File: src/rtl/uart_pkg.sv
// Shared UART constants and elaboration-time divisor calculation.
package uart_pkg;

  // Shortest legal period; anything below this would make os_tick continuous.
  localparam int unsigned MIN_DIV = 2;

  localparam longint unsigned DEFAULT_CLK_FREQ   = 100_000_000;
  localparam longint unsigned DEFAULT_BAUD       = 115_200;
  localparam int unsigned     DEFAULT_OVERSAMPLE = 16;
  localparam int unsigned     DEFAULT_DIV_FRAC_W = 4;

  typedef struct packed {
    logic [31:0] div_int;
    logic [31:0] div_frac;
  } div_pair_t;

  // Rounded fixed-point divisor clk_freq / (baud * oversample), split into
  // integer and fractional parts with frac_w fractional bits.
  function automatic div_pair_t calc_div(input longint unsigned clk_freq,
                                         input longint unsigned baud,
                                         input int unsigned     oversample,
                                         input int unsigned     frac_w);
    longint unsigned den;
    longint unsigned scaled;
    div_pair_t       res;
    den          = baud * longint'(oversample);
    scaled       = ((clk_freq << frac_w) + den / 2) / den;
    res.div_int  = 32'(scaled >> frac_w);
    res.div_frac = 32'(scaled & ((64'd1 << frac_w) - 64'd1));
    return res;
  endfunction

  // 100 MHz / (115200 * 16) = 54.25 -> {54, 4/16}
  localparam div_pair_t DEFAULT_DIV =
    calc_div(DEFAULT_CLK_FREQ, DEFAULT_BAUD, DEFAULT_OVERSAMPLE, DEFAULT_DIV_FRAC_W);
  localparam int unsigned DEFAULT_DIV_INT  = DEFAULT_DIV.div_int;
  localparam int unsigned DEFAULT_DIV_FRAC = DEFAULT_DIV.div_frac;

endpackage

File: src/rtl/frac_phase_acc.sv
// Period engine: counts one os_tick period of length act_int + carry and
// advances the fractional accumulator at every period end.
module frac_phase_acc
  import uart_pkg::*;
#(
  parameter int DIV_INT_W     = 16,
  parameter int DIV_FRAC_W    = 4,
  parameter int RESET_DIV_INT = 54
) (
  input  logic                  clk,
  input  logic                  rst,
  input  logic                  enable,
  input  logic                  restart,
  input  logic [DIV_INT_W-1:0]  restart_int,  // integer divisor for the period after restart
  input  logic [DIV_INT_W-1:0]  next_int,     // integer divisor for the period after period_end
  input  logic [DIV_FRAC_W-1:0] frac,         // fraction added at period_end
  output logic                  period_end
);

  localparam logic [DIV_INT_W-1:0] RESET_LEN =
    DIV_INT_W'((RESET_DIV_INT < int'(MIN_DIV)) ? int'(MIN_DIV) : RESET_DIV_INT);

  function automatic logic [DIV_INT_W-1:0] clamp_int(input logic [DIV_INT_W-1:0] v);
    return (v < DIV_INT_W'(MIN_DIV)) ? DIV_INT_W'(MIN_DIV) : v;
  endfunction

  logic [DIV_INT_W-1:0]  cnt_q, cnt_d;
  logic [DIV_FRAC_W-1:0] acc_q, acc_d;
  logic                  carry_q, carry_d;
  logic [DIV_INT_W-1:0]  len_q, len_d;     // clamped integer length latched at period start
  logic [DIV_INT_W-1:0]  last_cnt;
  logic [DIV_FRAC_W:0]   acc_sum;

  // len_q >= MIN_DIV, so len_q - 1 + carry never wraps.
  assign last_cnt   = len_q - DIV_INT_W'(1) + DIV_INT_W'(carry_q);
  assign period_end = enable && !restart && (cnt_q == last_cnt);

  // Next-state: restart re-phases, period end reloads, otherwise count.
  always_comb begin
    // NOTE: every _d gets its hold value first so no path leaves it unassigned
    // and no latch is inferred.
    cnt_d   = cnt_q;
    acc_d   = acc_q;
    carry_d = carry_q;
    len_d   = len_q;
    acc_sum = {1'b0, acc_q} + {1'b0, frac};
    if (restart) begin
      cnt_d   = '0;
      acc_d   = '0;
      carry_d = 1'b0;
      len_d   = clamp_int(restart_int);
    end else if (period_end) begin
      cnt_d            = '0;
      {carry_d, acc_d} = acc_sum;
      len_d            = clamp_int(next_int);
    end else if (enable) begin
      cnt_d = cnt_q + DIV_INT_W'(1);
    end
  end

  // Engine state registers.
  always_ff @(posedge clk or posedge rst) begin
    // NOTE: non-blocking assignments so every flop samples pre-edge values.
    if (rst) begin
      cnt_q   <= '0;
      acc_q   <= '0;
      carry_q <= 1'b0;
      len_q   <= RESET_LEN;
    end else begin
      cnt_q   <= cnt_d;
      acc_q   <= acc_d;
      carry_q <= carry_d;
      len_q   <= len_d;
    end
  end

endmodule

File: src/rtl/frac_baud_generator.sv
// Fractional-N baud tick generator: divisor load/pending logic, oversample
// phase counter and registered tick decode around the period engine.
module frac_baud_generator
  import uart_pkg::*;
#(
  parameter int DIV_INT_W      = 16,
  parameter int DIV_FRAC_W     = 4,
  parameter int OVERSAMPLE     = 16,   // power of two, >= 4
  parameter int RESET_DIV_INT  = int'(DEFAULT_DIV_INT),
  parameter int RESET_DIV_FRAC = int'(DEFAULT_DIV_FRAC),
  localparam int PHASE_W       = $clog2(OVERSAMPLE)
) (
  input  logic                  clk,
  input  logic                  rst,
  input  logic                  enable,
  input  logic                  restart,
  input  logic [DIV_INT_W-1:0]  div_int,
  input  logic [DIV_FRAC_W-1:0] div_frac,
  input  logic                  div_load,
  output logic                  div_pending,
  output logic                  os_tick,
  output logic                  mid_tick,
  output logic                  bit_tick,
  output logic [PHASE_W-1:0]    os_phase
);

  localparam logic [PHASE_W-1:0] LAST_PHASE = PHASE_W'(OVERSAMPLE - 1);
  localparam logic [PHASE_W-1:0] PRE_MID    = PHASE_W'(OVERSAMPLE / 2 - 1);

  logic [DIV_INT_W-1:0]  act_int_q,  act_int_d;
  logic [DIV_FRAC_W-1:0] act_frac_q, act_frac_d;
  logic [DIV_INT_W-1:0]  pend_int_q, pend_int_d;
  logic [DIV_FRAC_W-1:0] pend_frac_q, pend_frac_d;
  logic                  div_pending_q, div_pending_d;
  logic [PHASE_W-1:0]    os_phase_q, os_phase_d;
  logic                  os_tick_q, os_tick_d;
  logic                  mid_tick_q, mid_tick_d;
  logic                  bit_tick_q, bit_tick_d;

  logic                  period_end;
  logic [DIV_INT_W-1:0]  restart_int;
  logic [DIV_INT_W-1:0]  next_int;

  // A load coinciding with restart governs the very first re-phased period.
  assign restart_int = div_load ? div_int : act_int_q;
  // At a boundary the pending divisor, if any, governs the next period.
  assign next_int    = div_pending_q ? pend_int_q : act_int_q;

  frac_phase_acc #(
    .DIV_INT_W     (DIV_INT_W),
    .DIV_FRAC_W    (DIV_FRAC_W),
    .RESET_DIV_INT (RESET_DIV_INT)
  ) u_phase_acc (
    .clk         (clk),
    .rst         (rst),
    .enable      (enable),
    .restart     (restart),
    .restart_int (restart_int),
    .next_int    (next_int),
    .frac        (act_frac_q),   // carry of the ending period uses the old fraction
    .period_end  (period_end)
  );

  // Divisor changeover, phase advance and tick decode.
  always_comb begin
    act_int_d     = act_int_q;
    act_frac_d    = act_frac_q;
    pend_int_d    = pend_int_q;
    pend_frac_d   = pend_frac_q;
    div_pending_d = div_pending_q;
    os_phase_d    = os_phase_q;
    os_tick_d     = 1'b0;
    mid_tick_d    = 1'b0;
    bit_tick_d    = 1'b0;

    if (restart) begin
      os_phase_d = '0;
      if (div_load) begin
        act_int_d     = div_int;
        act_frac_d    = div_frac;
        div_pending_d = 1'b0;
      end
    end else begin
      if (period_end) begin
        os_tick_d  = 1'b1;
        bit_tick_d = (os_phase_q == LAST_PHASE);
        mid_tick_d = (os_phase_q == PRE_MID);
        os_phase_d = os_phase_q + PHASE_W'(1);
        if (div_pending_q) begin
          act_int_d     = pend_int_q;
          act_frac_d    = pend_frac_q;
          div_pending_d = 1'b0;
        end
      end
      // A load in the boundary cycle queues behind the swap just made.
      if (div_load) begin
        if (enable) begin
          pend_int_d    = div_int;
          pend_frac_d   = div_frac;
          div_pending_d = 1'b1;
        end else begin
          act_int_d     = div_int;
          act_frac_d    = div_frac;
          div_pending_d = 1'b0;
        end
      end
    end
  end

  // Divisor, phase and tick registers.
  always_ff @(posedge clk or posedge rst) begin
    if (rst) begin
      act_int_q     <= DIV_INT_W'(RESET_DIV_INT);
      act_frac_q    <= DIV_FRAC_W'(RESET_DIV_FRAC);
      pend_int_q    <= '0;
      pend_frac_q   <= '0;
      div_pending_q <= 1'b0;
      os_phase_q    <= '0;
      os_tick_q     <= 1'b0;
      mid_tick_q    <= 1'b0;
      bit_tick_q    <= 1'b0;
    end else begin
      act_int_q     <= act_int_d;
      act_frac_q    <= act_frac_d;
      pend_int_q    <= pend_int_d;
      pend_frac_q   <= pend_frac_d;
      div_pending_q <= div_pending_d;
      os_phase_q    <= os_phase_d;
      os_tick_q     <= os_tick_d;
      mid_tick_q    <= mid_tick_d;
      bit_tick_q    <= bit_tick_d;
    end
  end

  assign div_pending = div_pending_q;
  assign os_tick     = os_tick_q;
  assign mid_tick    = mid_tick_q;
  assign bit_tick    = bit_tick_q;
  assign os_phase    = os_phase_q;

endmodule
File: config.mk
export PLATFORM = sky130hd
export DESIGN_NAME = frac_baud_generator
export DESIGN_NICKNAME = d
export VERILOG_FILES = /design/src/rtl/uart_pkg.sv /design/src/rtl/frac_phase_acc.sv /design/src/rtl/frac_baud_generator.sv
export SDC_FILE = /design/constraint.sdc
export NUM_CORES = 1
export LEC_CHECK = 0
export ABC_AREA = 1
export BUFFER_PORTS_ARGS = -buffer_cell sky130_fd_sc_hd__buf_2
export CAP_MARGIN = 20
export CELL_PAD_IN_SITES_DETAIL_PLACEMENT = 1
export CELL_PAD_IN_SITES_GLOBAL_PLACEMENT = 1
export CORE_MARGIN = 10
export CORE_UTILIZATION = 45
export CTS_CLUSTER_SIZE = 20
export DETAILED_ROUTE_END_ITERATION = 10
export GPL_ROUTABILITY_DRIVEN = 0
export PLACE_DENSITY_LB_ADDON = 0.1
export SLEW_MARGIN = 15
export SYNTH_ARGS = -nofsm -noshare
export SYNTH_HDL_FRONTEND = slang
export SYNTH_SLANG_ARGS = --single-unit
export TNS_END_PERCENT = 50
File: constraint.sdc
create_clock -name clk -period 3.1 [get_ports clk]
set_input_delay 0.31 -clock clk [delete_from_list [all_inputs] [get_ports clk]]
set_output_delay 0.31 -clock clk [all_outputs]
set_load 0.01 [all_outputs]
Yosys cells after proc, flatten, opt, wreduce, memory -nomap -nowiden
Cells that the tools add are included.
Operators by class
  $add $sub $neg: 5
  magnitude comparators: 2
  equality and inequality tests: 4
  muxes and demuxes: 36
  bitwise gates (word level): 1
  reduce and logical (&&, ||, !) cells: 8
Operators with widths (number)
  $mux 16: 13
  $mux 4: 10
  $lt 16x2->1 const B: 2
  $add 16x1->16: 1
  $add 16x1->16 const B: 1
  $eq 16x16->1: 1
  $sub 16x1->16 const B: 1
  $mux 1: 13
  $add 4x4->5: 1
  $add 4x1->4 const B: 1
  $eq 4x3->1 const B: 1
  $eq 4x4->1 const B: 1
  $reduce_bool 2->1: 2
  $reduce_and 3->1: 1
  $reduce_bool 3->1: 1
  $logic_and 1x1->1: 2
  $ne 2x1->1 const B: 1
  $reduce_and 2->1: 1
  $logic_not 1->1: 1
  $not 1->1: 1
Storage, ports and cells
  register bits: 85
  input port bits: 25

Logic depth before layout (Yosys ltp)
Gate-level depths: netlist of the first run.
  depth in word-level cells: 8
  gate-level depth with buffers: 19
  gate-level depth less buffers: 18

Hierarchy
A second synthesis of the first run with hierarchy kept.
Second synthesis, totals
  cells, all modules: 806
  area total of the unflattened synthesis: 5570.3 um^2
Modules (own cells, without submodules)
  frac_baud_generator: instances 1, cells each 399, area an instance 2851.5 um^2
  frac_phase_acc: instances 1, cells each 407, area an instance 2718.9 um^2

Worst setup path after synthesis of the first run
Ideal clock, no wire load.
  path type: reg-to-reg
  start point: register u_phase_acc.len_q[0]
  end point: register act_int_q[10]
  setup time: 117 ps
  arrival time: 2173 ps
  required time: 2983 ps
  setup slack: 810 ps
  cell stages (with the launch flop): 18
  buffers on the path: 1
  clock period less this slack: 2290 ps
  cells stage by stage: dfrtp_1 -> inv_1 -> ha_1 -> ha_1 -> nand2_4 -> nor2_4 -> nand2_1 -> nand3_1 -> nand2_1 -> nor2_1 -> nand2_1 -> nor2_4 -> nand2_4 -> buf_6 -> a21oi_1 -> nand2_1 -> nand2_1 -> nand2_1
Between the ends
  cells in the longest elaborated chain, start to end: 8
Ends and longest elaborated chain
  start, declared: RTL line frac_phase_acc.sv:30  | logic [DIV_INT_W-1:0] len_q, len_d;
  start signal, assigned: RTL line frac_phase_acc.sv:73  | len_q <= len_d;
  $sub 16x1->16 (*): RTL line frac_phase_acc.sv:35  | assign last_cnt = len_q - DIV_INT_W'(1) + DIV_INT_W'(carry_q);
  $add 16x1->16 (*): RTL line frac_phase_acc.sv:35
  $eq 16x16->1 (*): RTL line frac_phase_acc.sv:36  | assign period_end = enable && !restart && (cnt_q == last_cnt);
  $logic_and 1x1->1 (*): RTL line frac_phase_acc.sv:36
  $mux 16 (*): RTL line frac_baud_generator.sv:84  | if (period_end) begin
  $mux 16: RTL line frac_baud_generator.sv:97  | if (enable) begin
  $mux 16 (*): RTL line frac_baud_generator.sv:96  | if (div_load) begin
  $mux 16 (*): RTL line frac_baud_generator.sv:76  | if (restart) begin
  via act_int_d[10]: RTL line frac_baud_generator.sv:30  | logic [DIV_INT_W-1:0] act_int_q, act_int_d;
  end signal, assigned: RTL line frac_baud_generator.sv:113  | act_int_q <= DIV_INT_W'(RESET_DIV_INT);
  end signal, assigned: RTL line frac_baud_generator.sv:123  | act_int_q <= act_int_d;
  end, declared: RTL line frac_baud_generator.sv:30
The timed path passes the listed nets; every way through them passes the cells marked *.
A chain may end at the register's enable or synchronous reset.

Worst setup path in the final report of the first run
  start point: register u_phase_acc.carry_q
  end point: register u_phase_acc.len_q[4]
Between the ends
  cells in the longest elaborated chain, start to end: 4
Ends and longest elaborated chain
  start, declared: RTL line frac_phase_acc.sv:29  | logic carry_q, carry_d;
  start signal, assigned: RTL line frac_phase_acc.sv:72  | carry_q <= carry_d;
  $add 16x1->16: RTL line frac_phase_acc.sv:35
  $eq 16x16->1: RTL line frac_phase_acc.sv:36
  $logic_and 1x1->1: RTL line frac_phase_acc.sv:36
  $reduce_bool 2->1 (no line)
Every way passes these cells.

==> flow_summary.toml, run 1 <==
[logic_synthesis]
ys_warn_count = 0
ys_seq_area_share_pct = 39.22
synth_area_sq_um = 5453
synthCells = 777
ys_ff_latch = 85
synth_cell_type_count = 41
synth_edf_count = 0
yosysTopAreaCell = "dfrtp_1"
async_flop_share_pct = 100.0
syn_nets = 811
synth_area_leaders = "dfrtp_1, nand2_1, inv_1"
synth.avg_cell_area_sq_um = 7.018
ys.flop_type = "dfrtp_1"
synth_top_area_share_pct = 34.88

[timing]
setup-tns-final_ns = 0
slew_headroom_pct = 43.06
layout_min_cycle_time_ns = 2.865
rsz0062_at_grt = "false"
holdWs_ns = 0.1079
tightest_slew_ns = 0.8531
fmax_ghz = 0.3490
fin_ws_ns = 0.2351
hold_violations = 0
period_share_pct = 92.42
fin_worst_skew_ns = 0.008245
report.final.setup_viol = 0
slew_violations = 0

[route]
drc = 0
ant_nets = 0
wl_per_cell_um = 18.23
drt_iter0_drc = 302
firstDrtPassIters = 4
wl_um = 17470
vias_per_cell = 5.459
vias = 5230

[setup_path]
crit_type = "register to register"
crit_path_end_kind = "register"
critPathRequiredTime_ns = 3.37
path_max_fanout = 16
cp.arrival_ns = 3.14
start_kind = "register"

[die]
start_util_pct = 45.59
die_h_um = 130.1
dieArea_sq_um = 16920
rows = 40
core_sq_um = 11960
top_level_ports = 33
dieWidth_um = 130.1

[flow_run]
cap_viol_max_count = 0

[final_layout]
mostFrequentLayoutCells = "nand2_1, inv_1, dfrtp_1"
nets = 840
area_delta_synth_final_pct = 12.62
n_antenna_cell = 0
final_common_cell = "nand2_1"
drive_gt1_share_pct = 12.70

[clock_tree]
htree_levels = 3
clock_sinks = 85
cts.path.max_buffers = 2
postCtsSetupRepairBufs = 0
cts-buffers-inserted = 9
cts-root-buf = "clkbuf_16"
hold_buffers = 0
clock_latency_ns = 0.35
path_clk_slew_ns = 0.07
cts_tree = "yes"
cts_resized = 0

[global_routing]
antenna_found_initial = 0
grt_pass1_wl_um = 28650
grt_pass1_vias = 5603
grt_max_degree = 47
gr-total-overflow = 0
grtUsageTotal_pct = 21.49

[power_and_ir_drop]
vdd_ir_drop_max_mv = 0.2988
p_sw_uw = 982.1
p_seq_share_pct = 40.3
netSwitchingFraction_pct = 29.67
internal_power_uw = 2328
p_leak_uw = 0.003107
p_total_uw = 3310
power.density_nw_per_um2 = 539.0
p_clk_share_pct = 41.2
comb_power_share_pct = 18.5

[hold_path]
min_path_type = "input port to async pin"

[status]
status = "complete, no violations"

[placed_design]
portBuffers = 32
pre_cts_slack_ns = 0.2963
post-dp-hpwl_um = 13090
-- critical path: stages (launching register included) --
cell and delay, ns:
dfrtp_1 0.37, inv_1 0.09, ha_1 0.25, ha_1 0.33, nand2_4 0.12, nor2_2 0.16, nand2_1 0.10, nand3_1 0.14
nand2_1 0.07, nor2_1 0.08, nand2_1 0.09, nor2_4 0.18, nand2_4 0.16, nand2_4 0.21, buf_4 0.24, nor2_1 0.06
a31oi_1 0.14
-- kinds of logic after synthesis --
| kind of cell | count (synthesis) | share of synthesized area (%) |
|---|---|---|
| mux | 3 | 0.6195 |
| flops | 85 | 39.22 |
| simple gates | 409 | 32.24 |
| compound gates | 125 | 12.96 |
| xor+xnor | 20 | 3.213 |
| buf+inv | 126 | 9.545 |
| fa+ha+maj | 9 | 2.203 |
-- power groups by stage --
| stage | Sequential (uW) | Clock (uW) | Combinational, uW |
|---|---|---|---|
| floorplan | 1310 | 0 | 448 |
| global placement | 1340 | 0 | 580 |
| detailed placement | 1350 | 0 | 608 |
| CTS | 1330 | 1380 | 615 |
| global route | 1350 | 1430 | 698 |
| finish | 1330 | 1360 | 612 |
-- cell usage after synthesis, drive strengths merged, types with 2 or more instances --
library cell  instances
nand4                 8
o22ai                 3
a21oi                30
buf                  11
nor3                 10
nand3                47
mux2                  3
nand3b                2
dfstp                 9
xnor2                 7
dfrtp                76
o21ai                56
or2                   8
nor4                  6
nor2                 80
inv                  95
clkbuf               18
xor2                 13
ha                    8
nand2               246
a31oi                14
a22o                  3
o31ai                14
o211ai                4
clkinv                2
-- final timing paths --
| check | endpoint | depth (start not counted) | slack (ns) | from |
|---|---|---|---|---|
| setup / recovery | u_phase_acc.len_q[4] | 16 | 0.24 | u_phase_acc.carry_q |
| hold / removal | pend_int_q[6] | 2 | 0.11 | rst |
| setup reg to reg | u_phase_acc.len_q[4] | 16 | 0.24 | u_phase_acc.carry_q |
| hold reg to reg | pend_int_q[5] | 2 | 0.47 | pend_int_q[5] |
| max in group asynchronous | act_frac_q[2] | 3 | 2.24 | rst |
| min in group clk | pend_int_q[1] | 2 | 0.22 | div_int[1] |
-- state kept, by name, indices dropped and copies added, names as in the netlist --
name / flops
act_frac_q: 4
bit_tick: 1
mid_tick: 1
u_phase_acc.acc_q: 4
u_phase_acc.cnt_q: 16
u_phase_acc.carry_q: 1
os_phase: 4
u_phase_acc.len_q: 16
pend_int_q: 16
pend_frac_q: 4
div_pending: 1
act_int_q: 16
os_tick: 1
-- per-stage QoR --
step	area (sq um)	util, %	cells
finish	6141	51.34	958
CTS	6141	51.34	958
global placement	5768	48.22	942
floorplan	5453	-	777
global route	6141	51.34	958
detailed placement	5768	48.22	942
-- layer usage --
metal / vias to the layer above / global-route usage (%) / wire length (um)
met5: - / 0 / 0
met4: 0 / 7.937 / 439
met3: 34 / 3.489 / 577
met2: 99 / 36.82 / 8618
met1: 2542 / 26.58 / 7832
li1: 2555 / - / -
-- area by class of cell --
type                       instances  area [sq um]
fill                            1559          5821
multi-input combinational        566          2794
sequential                        85          2138
inverter                          97         366.6
timing repair buffer              47         285.3
clock buffer                      10         239.0
tap                              147         183.9
clock inverter                     6         133.9
Note: power is estimated with default switching activity, not from simulation.
==> inputs of run 2 (changes only) <==
- CTS_BUF_LIST: default -> sky130_fd_sc_hd__clkbuf_4 sky130_fd_sc_hd__clkbuf_8 sky130_fd_sc_hd__clkbuf_16
- SYNTH_HIERARCHICAL: default -> 1
==> run 2 against run 1 <==
Effect of this change:
- die area is 1.8% higher
- sequential cell count stayed put
- sequential power hardly changed
- clock power is 18% lower
- clock skew is 0.0019 ns lower
- register-to-register slack better by 0.05 ns
- clock-buffer cell count is 5 higher
- total power is 4.8% lower
- first-iteration DRC count is 15% lower
==> flow_summary.toml, run 2 <==
[status]
status = "complete, no violations"

[route]
drt_iter0_drc = 257
drc = 0
firstDrtPassIters = 4
vias = 5151
wl_um = 15960
wl_per_cell_um = 16.03
ant_nets = 0
vias_per_cell = 5.172

[placed_design]
portBuffers = 32
pre_cts_slack_ns = 0.1976
post-dp-hpwl_um = 11570

[clock_tree]
cts_resized = 0
postCtsSetupRepairBufs = 0
path_clk_slew_ns = 0.06
clock_latency_ns = 0.34
cts-root-buf = "clkbuf_16"
htree_levels = 3
cts-buffers-inserted = 9
cts_tree = "yes"
cts.path.max_buffers = 2
clock_sinks = 85
hold_buffers = 0

[setup_path]
path_max_fanout = 16
critPathLaunch = "u_phase_acc/len_q[0]"
crit_path_end_kind = "register"
critPathRequiredTime_ns = 3.30
cp.arrival_ns = 3.02
crit_type = "register to register"
reg2reg_slack_ns = 0.28
start_kind = "register"
reg2reg_to = "os_phase[3]"
r2r-start = "u_phase_acc/len_q[0]"
rr_worst_depth = 16

[global_routing]
use_met2_pct = 32.72
grtUsageMet1_pct = 23.14
grt_max_degree = 45
grtUsageTotal_pct = 18.98
grt_use_met3_pct = 2.630
grt_pass1_vias = 5652
grt.busiest_layer = "met2"
gr-total-overflow = 0
grt_pass1_wl_um = 27540
antenna_found_initial = 0

[logic_synthesis]
synth_area_sq_um = 5570
syn_nets = 840
synthCells = 806
synth_edf_count = 0
ys_warn_count = 6
synth_area_leaders = "dfrtp_1, nand2_1, inv_1"
synth_top_area_share_pct = 34.14
yosysTopAreaCell = "dfrtp_1"
synth_cell_type_count = 40
ys_ff_latch = 85
ys_seq_area_share_pct = 38.39
ys.flop_type = "dfrtp_1"
synthTopCellsByCount = "nand2_1, inv_1, dfrtp_1"
async_flop_share_pct = 100.0
synth.avg_cell_area_sq_um = 6.911
synth_most_common_cell = "nand2_1"

[power_and_ir_drop]
vdd_ir_drop_max_mv = 0.2816
power.density_nw_per_um2 = 518.6
p_leak_uw = 0.003190

[timing]
fin_worst_skew_ns = 0.006305
report.final.setup_viol = 0
fin_ws_ns = 0.2841
slew_violations = 0
fmax_ghz = 0.3551
layout_min_cycle_time_ns = 2.816
setup-tns-final_ns = 0
hold_violations = 0
period_share_pct = 90.83
slew_headroom_pct = 50.98
tightest_slew_ns = 0.7353

[final_layout]
fillers = 1600
seqCellArea_sq_um = 2138
multi_input_area_sq_um = 2824
final_common_cell = "nand2_1"
nets = 857
mostFrequentLayoutCells = "nand2_1, inv_1, dfrtp_1"
area_delta_synth_final_pct = 9.120
n_antenna_cell = 0
drive_gt1_share_pct = 11.71

[die]
rows = 40
dieArea_sq_um = 17230
dieWidth_um = 131.3
top_level_ports = 33
core_sq_um = 12060
die_h_um = 131.3
start_util_pct = 46.18

[hold_path]
min_path_type = "input port to async pin"

[flow_run]
cap_viol_max_count = 0
## run 2: cell types whose count changed in the layout (fill, tap and decap cells not counted), sizes merged, moves of 7 or more
cell / change
nand2: +43
nand3: +14
a31oi: -14
a21oi: -14
o21ai: +17
buf: -7
or2: -7
o31ai: -13
## run 2: how the worst max path moves through the flow
stage                        end
detailed placement   os_phase[3]
finish               os_phase[3]
floorplan           act_int_q[0]
global placement     os_phase[3]
CTS                  os_phase[3]
global route         os_phase[3]
## run 2: logic make-up (layout without fill, tap and decap cells)
kind of cell | count (synthesis) | after routing | synth area share, %
fa+ha+maj | 9 | 9 | 2.156
compound gates | 92 | 92 | 8.917
flops | 85 | 85 | 38.39
buf+inv | 132 | 154 | 11.05
xor+xnor | 28 | 28 | 4.402
simple gates | 460 | 460 | 35.09
## run 2: where the power goes
group	switching, uW	total [uW]	internal, uW
logic	457	691	233
registers	101	1340	1240
clock network	432	1120	693
total	991	3150	2160
## run 2: metrics by stage
stage | cells | instance area [sq um] | total power (uW) | utilization [%] | hold slack (ns)
after floorplan | 806 | 5570 | 1841 | - | 0.4530
after global placement | 980 | 5758 | 1992 | 47.74 | 0.4337
after detailed placement | 980 | 5758 | 2036 | 47.74 | 0.4519
after CTS | 996 | 6065 | 3187 | 50.28 | 0.09904
after global routing | 996 | 6078 | 3350 | 50.39 | 0.1276
final | 996 | 6078 | 3152 | 50.39 | 0.08032
## run 2: area by class of cell
class	instances	share of cell area [%]
multi-input combinational	589	46.46
sequential	85	35.18
inverter	98	6.237
clock buffer	15	4.549
timing repair buffer	40	3.623
tap	168	3.458
clock inverter	1	0.4940
## run 2: routing by layer
metal / routed length, um / vias up
met1: 7381 / 2523
met5: 0 / -
met3: 278 / 29
li1: - / 2539
met4: 408 / 0
met2: 7895 / 60
## run 2: critical path, stage by stage (launching register included)
cell and delay (ns):
dfrtp_1 0.39, inv_1 0.07, ha_1 0.21, ha_2 0.25
nand2_2 0.11, nor2_1 0.23, nand2_1 0.12, nand3_1 0.08
nand4_1 0.10, nor2_1 0.14, nand3_2 0.12, clkinvlp_4 0.18
buf_4 0.25, nand2_1 0.10, nor2_1 0.12, xor2_1 0.15
nor2_1 0.06
